--- config.mk ---
export PLATFORM = sky130hd
export DESIGN_NAME = inst_queue_flat
export DESIGN_NICKNAME = d
export VERILOG_FILES = /design/src/rtl/inst_queue_if.sv /design/src/rtl/inst_queue.sv /design/src/flat_wrapper.sv
export SDC_FILE = /design/constraint.sdc
export NUM_CORES = 1
export LEC_CHECK = 0
export ABC_CLOCK_PERIOD_IN_PS = 8350
export BUFFER_PORTS_ARGS = -buffer_cell sky130_fd_sc_hd__buf_2
export CAP_MARGIN = 20
export CORE_UTILIZATION = 55
export CTS_BUF_LIST = sky130_fd_sc_hd__clkbuf_2 sky130_fd_sc_hd__clkbuf_4 sky130_fd_sc_hd__clkbuf_8
export DETAILED_ROUTE_END_ITERATION = 16
export GPL_ROUTABILITY_DRIVEN = 0
export PLACE_DENSITY = 0.79
export SYNTH_ARGS = -nofsm -noshare
export SYNTH_HDL_FRONTEND = slang
export SYNTH_SLANG_ARGS = --single-unit
--- constraint.sdc ---
create_clock -name clk -period 8.35 [get_ports clk]
set_clock_uncertainty 0.15 [all_clocks]
set_input_delay 1.67 -clock clk [delete_from_list [all_inputs] [get_ports clk]]
set_output_delay 1.67 -clock clk [all_outputs]
set_load 0.01 [all_outputs]
--- src/rtl/inst_queue_if.sv ---
// Fetch/decode handshake bundle for the instruction queue.
// master = the fetch/decode side, slave = the queue itself.
`ifndef ADDR
`define ADDR 32
`endif

interface inst_queue_if #(
  parameter int DEPTH  = 4,
  parameter int INST_W = 32,
  parameter int ADDR_W = `ADDR
);
  localparam int CW = $clog2(DEPTH) + 1;

  logic              v_i;
  logic [INST_W-1:0] inst_i;
  logic [ADDR_W-1:0] addr_i;
  logic              stall_o;
  logic              flush_i;
  logic              stall_i;
  logic              v_o;
  logic [INST_W-1:0] inst_o;
  logic [ADDR_W-1:0] addr_o;
  logic [CW-1:0]     count_o;

  modport master (
    output v_i, inst_i, addr_i, flush_i, stall_i,
    input  stall_o, v_o, inst_o, addr_o, count_o
  );

  modport slave (
    input  v_i, inst_i, addr_i, flush_i, stall_i,
    output stall_o, v_o, inst_o, addr_o, count_o
  );
endinterface

--- src/rtl/inst_queue.sv ---
// Instruction queue between fetch and decode: circular FIFO of {inst, addr}
// with back-pressure when full and a flush that discards everything buffered.
`ifndef ADDR
`define ADDR 32
`endif

module inst_queue #(
  parameter int DEPTH  = 4,
  parameter int INST_W = 32,
  parameter int ADDR_W = `ADDR
) (
  input  logic        clk,
  input  logic        rst,
  inst_queue_if.slave q
);
  localparam int PW = $clog2(DEPTH);

  logic [PW-1:0]     wp_q, wp_d;
  logic [PW-1:0]     rp_q, rp_d;
  logic [PW:0]       cnt_q, cnt_d;
  logic [INST_W-1:0] inst_q [DEPTH];
  logic [ADDR_W-1:0] addr_q [DEPTH];
  logic              full;
  logic              enq;
  logic              deq;

  // Full blocks enqueue even when a dequeue frees a slot in the same cycle.
  assign full = (cnt_q == (PW + 1)'(DEPTH));
  assign enq  = q.v_i & ~full & ~q.flush_i;
  assign deq  = (cnt_q != '0) & ~q.stall_i & ~q.flush_i;

  always_comb begin
    wp_d  = wp_q;
    rp_d  = rp_q;
    cnt_d = cnt_q;
    if (q.flush_i) begin
      wp_d  = '0;
      rp_d  = '0;
      cnt_d = '0;
    end else begin
      if (enq) wp_d = wp_q + PW'(1);
      if (deq) rp_d = rp_q + PW'(1);
      if (enq && !deq)      cnt_d = cnt_q + (PW + 1)'(1);
      else if (deq && !enq) cnt_d = cnt_q - (PW + 1)'(1);
    end
  end

  always_ff @(posedge clk or posedge rst) begin
    if (rst) begin
      wp_q  <= '0;
      rp_q  <= '0;
      cnt_q <= '0;
      for (int i = 0; i < DEPTH; i++) begin
        inst_q[i] <= '0;
        addr_q[i] <= '0;
      end
    end else begin
      wp_q  <= wp_d;
      rp_q  <= rp_d;
      cnt_q <= cnt_d;
      if (enq) begin
        inst_q[wp_q] <= q.inst_i;
        addr_q[wp_q] <= q.addr_i;
      end
    end
  end

  assign q.stall_o = full;
  assign q.v_o     = (cnt_q != '0);
  assign q.inst_o  = inst_q[rp_q];
  assign q.addr_o  = addr_q[rp_q];
  assign q.count_o = cnt_q;
endmodule

--- src/flat_wrapper.sv ---
// flat-port wrapper written by rule: the top's interface ports become plain ports
module inst_queue_flat 
#(
  parameter int DEPTH  = 4,
  parameter int INST_W = 32,
  parameter int ADDR_W = `ADDR
)
  (clk, rst, q_v_i, q_inst_i, q_addr_i, q_flush_i, q_stall_i, q_stall_o, q_v_o, q_inst_o, q_addr_o, q_count_o);
  inst_queue_if #(.DEPTH(DEPTH), .INST_W(INST_W), .ADDR_W(ADDR_W)) q_i ();
  input  logic clk;
  input  logic rst;
  input wire logic [$bits(q_i.v_i)-1:0] q_v_i;
  input wire logic [$bits(q_i.inst_i)-1:0] q_inst_i;
  input wire logic [$bits(q_i.addr_i)-1:0] q_addr_i;
  input wire logic [$bits(q_i.flush_i)-1:0] q_flush_i;
  input wire logic [$bits(q_i.stall_i)-1:0] q_stall_i;
  output wire logic [$bits(q_i.stall_o)-1:0] q_stall_o;
  output wire logic [$bits(q_i.v_o)-1:0] q_v_o;
  output wire logic [$bits(q_i.inst_o)-1:0] q_inst_o;
  output wire logic [$bits(q_i.addr_o)-1:0] q_addr_o;
  output wire logic [$bits(q_i.count_o)-1:0] q_count_o;
  assign q_i.v_i = q_v_i;
  assign q_i.inst_i = q_inst_i;
  assign q_i.addr_i = q_addr_i;
  assign q_i.flush_i = q_flush_i;
  assign q_i.stall_i = q_stall_i;
  assign q_stall_o = q_i.stall_o;
  assign q_v_o = q_i.v_o;
  assign q_inst_o = q_i.inst_o;
  assign q_addr_o = q_i.addr_o;
  assign q_count_o = q_i.count_o;
  inst_queue #(.DEPTH(DEPTH), .INST_W(INST_W), .ADDR_W(ADDR_W)) u_core (.clk(clk), .rst(rst), .q(q_i));
endmodule
==> flow_summary_export.csv <==
group,metric,value,unit
grt,grt_usage,22.41,%
place,io_buffers,137,
cells_and_area,stdcell_count,1129,
floorplan,start_util,56.07,%
power,ir_worst_vdd,250.4,µV
clock_network,cts_tree,"done",
power,comb_power_share,32.6,%
timing,final-setup-viol-count,0,
timing,slew_headroom,32.67,%
synth,synth_fp_nets,752,
detailed_routing,routedWlPerCell,20.77,µm
floorplan,rows,53,
timing,final_max_slew_viol_count,0,
synth,syn_inst,678,
power,powerDensity,373.1,nW/µm²
cells_and_area,most-common-layout-cells,"dfrtp_1, mux2_2, buf_2, mux4_2, clkbuf_8",
detailed_routing,highest-signal-layer,"met5",
clock_network,clockRootBuffer,"clkbuf_8",
outcome,status,"complete, no violations",
cells_and_area,stdcell_area,13380,µm²
synth,ys_types,27,
synth,syn_area_per_cell,17.33,µm²
detailed_routing,vias,6548,
clock_network,postCtsHoldBufs,0,
worst_hold_path,hp-class,"reg2reg",
timing,layout_min_cycle_time,4.677,ns
power,internal_power,3.520,mW
worst_setup_path,reg2reg_slack,6.01,ns
worst_setup_path,worstReg2RegStart,"u_core.q.count_o[0]",
cells_and_area,area_delta_synth_final,13.89,%
detailed_routing,met3_length,1372,µm
power,power_switching,1.473,mW
grt,antenna_found_initial,2,
worst_hold_path,whs_path_depth,1,
worst_setup_path,endpoint,"q_addr_o[17]",
timing,rsz0062_at_grt,"no",
clock_network,cts_repair_resize_count,0,
clock_network,h-tree-depth,2,
timing,timing.fmax,0.2138,GHz
worst_setup_path,endpoint_kind,"primary output",
grt,grt_overflow,0,
timing,worstMarginPinSlew,1.010,ns
place,detailed_place_hpwl,14370,µm
worst_setup_path,cp_max_fo,35,
grt,grt_max_degree,198,
job,maxCapViolCount,0,
clock_network,clk_path_buf_depth,3,
floorplan,die-height,148.2,µm
worst_setup_path,r2r_cells,4,
worst_setup_path,crit_start,"u_core.rp_q[0]",
clock_network,cts_setup_buffers,0,
floorplan,dieArea,21950,µm²
clock_network,clkLatencyLatePin,0.53,ns
detailed_routing,drtIter0Drc,247,
worst_setup_path,arrival,2.86,ns
synth,yosys_register_bits,263,
detailed_routing,drt_first_pass_iters,4,
clock_network,clk_pin_slew,0.06,ns
detailed_routing,drtAntennaViolNets,0,
worst_setup_path,crit_required,6.53,ns
floorplan,io_pins,138,
detailed_routing,via_per_inst,5.800,
floorplan,die_w,148.2,µm
grt,grt_pass1_wl,38320,µm
grt,grt_pass1_vias,7240,
place,place_inst,1052,
power,pwr-share-seq,44.5,%
synth,yosys_warnings,0,
synth,seq_area_frac_synth,56.01,%
timing,finalSetupTns,0,ns
cells_and_area,post-route-util,63.86,%
worst_setup_path,path_class,"reg2out",
cells_and_area,final_common_cell,"dfrtp_1",
timing,hold_viol_final,0,
detailed_routing,dr_wl_met2,11890,µm
detailed_routing,met1_length,9697,µm
power,p_leak,6.216,nW
cells_and_area,drive_gt1_share,64.36,%
worst_setup_path,cp-start-kind,"register",
detailed_routing,drt-total-wl,23450,µm
place,dpl_cell_area,12480,µm²
synth,syn_area,11750,µm²
power,clock_power_share,22.9,%
timing,fin_crit_sh,56.02,%
cells_and_area,nets,896,
power,swShare,29.51,%
clock_network,cts_sinks,263,
clock_network,cts_buffers,43,
detailed_routing,drc_errors,0,
worst_setup_path,reg2reg_to,"u_core.inst_q[68]",
floorplan,core_region_area,20960,µm²
[routing by layer]
layer	up-vias	GRT usage, %
met5	-	0
met4	4	6.804
met3	50	5.521
met2	165	37.61
met1	3500	28.93
li1	2829	-
[cells by family (layout without fill, tap and decap cells)]
group	Yosys count	after routing	share of synthesized area [%]
flops	263	263	56.01
compound gates	12	12	0.6603
fa+ha+maj	5	5	0.5963
xor+xnor	3	3	0.2237
simple gates	24	24	1.587
buf+inv	48	223	3.205
other cells	0	1	0
mux	323	323	37.72
[flip-flops by register name (all words and copies together), names as in the netlist]
register	flops
u_core.addr_q	128
u_core.inst_q	128
u_core.q.count_o	3
u_core.rp_q	2
u_core.wp_q	2
[synthesized netlist by cell type]
| cell | n | area (µm²) |
|---|---|---|
| ha_1 | 4 | 50.05 |
| clkbuf_1 | 8 | 30.03 |
| a21oi_1 | 4 | 20.02 |
| xnor2_1 | 3 | 26.28 |
| nor3_1 | 1 | 5.000 |
| nor2b_1 | 2 | 12.51 |
| mux2i_1 | 1 | 10.01 |
| nor2_1 | 10 | 37.54 |
| or2_2 | 2 | 12.51 |
| nand2_8 | 4 | 80.08 |
| a211oi_1 | 1 | 7.510 |
| or3_1 | 1 | 6.260 |
| mux4_2 | 64 | 1441 |
| buf_2 | 7 | 35.03 |
| inv_1 | 7 | 26.28 |
| buf_6 | 25 | 281.5 |
| nor3b_1 | 2 | 15.01 |
| fa_1 | 1 | 20.02 |
| a22o_1 | 1 | 8.760 |
| nand2_1 | 1 | 3.750 |
| a21oi_4 | 1 | 16.27 |
| o21ai_0 | 5 | 25.02 |
| nand2b_4 | 1 | 13.76 |
| buf_1 | 1 | 3.750 |
| mux2_4 | 20 | 300.3 |
| mux2_2 | 238 | 2680 |
| dfrtp_1 | 263 | 6581 |
[layout make-up]
type	count	area, µm²
clock buffers	69	862.1
clock inverters	7	41.29
repair buffers	140	720.7
flip-flops and latches	263	6589
fillers	1529	7574
well taps	275	344.1
inverters	7	30.03
multi-input cells	367	4792
diodes	1	2.502
[power by group through the flow]
stage	Clock [mW]	Combinational, mW	Sequential, mW
CTS	1.17	1.66	2.22
detailed placement	0	1.65	2.24
global placement	0	1.57	2.19
global route	1.23	1.76	2.29
floorplan	0	1.29	2.06
finish	1.14	1.63	2.22
[how the worst min path moves through the flow]
stage / from / to / slack [ns]
6_report: u_core.inst_q[60] / u_core.inst_q[60] / 0.35
5_1_grt: u_core.addr_q[64] / u_core.addr_q[64] / 0.36
4_1_cts: u_core.inst_q[60] / u_core.inst_q[60] / 0.35
3_5_place_dp: u_core.inst_q[60] / u_core.inst_q[60] / 0.34
3_3_place_gp: u_core.addr_q[34] / u_core.addr_q[34] / 0.33
2_1_floorplan: u_core.addr_q[62] / u_core.addr_q[62] / 0.32
[worst max-delay path: stages (launching register included)]
cell and delay, ns:
dfrtp_4 0.87, buf_4 0.67, mux4_2 0.60, buf_2 0.16
[stage by stage]
step	power (mW)	hold WS, ns	worst slack, ns
after floorplan	3.347	0.3238	3.060
after global placement	3.755	0.3310	4.152
after CTS	5.047	0.3506	3.552
final	4.993	0.3490	3.673
after global routing	5.281	0.3618	3.458
after detailed placement	3.889	0.3378	4.128
Power figures use the tool's default switching activity.
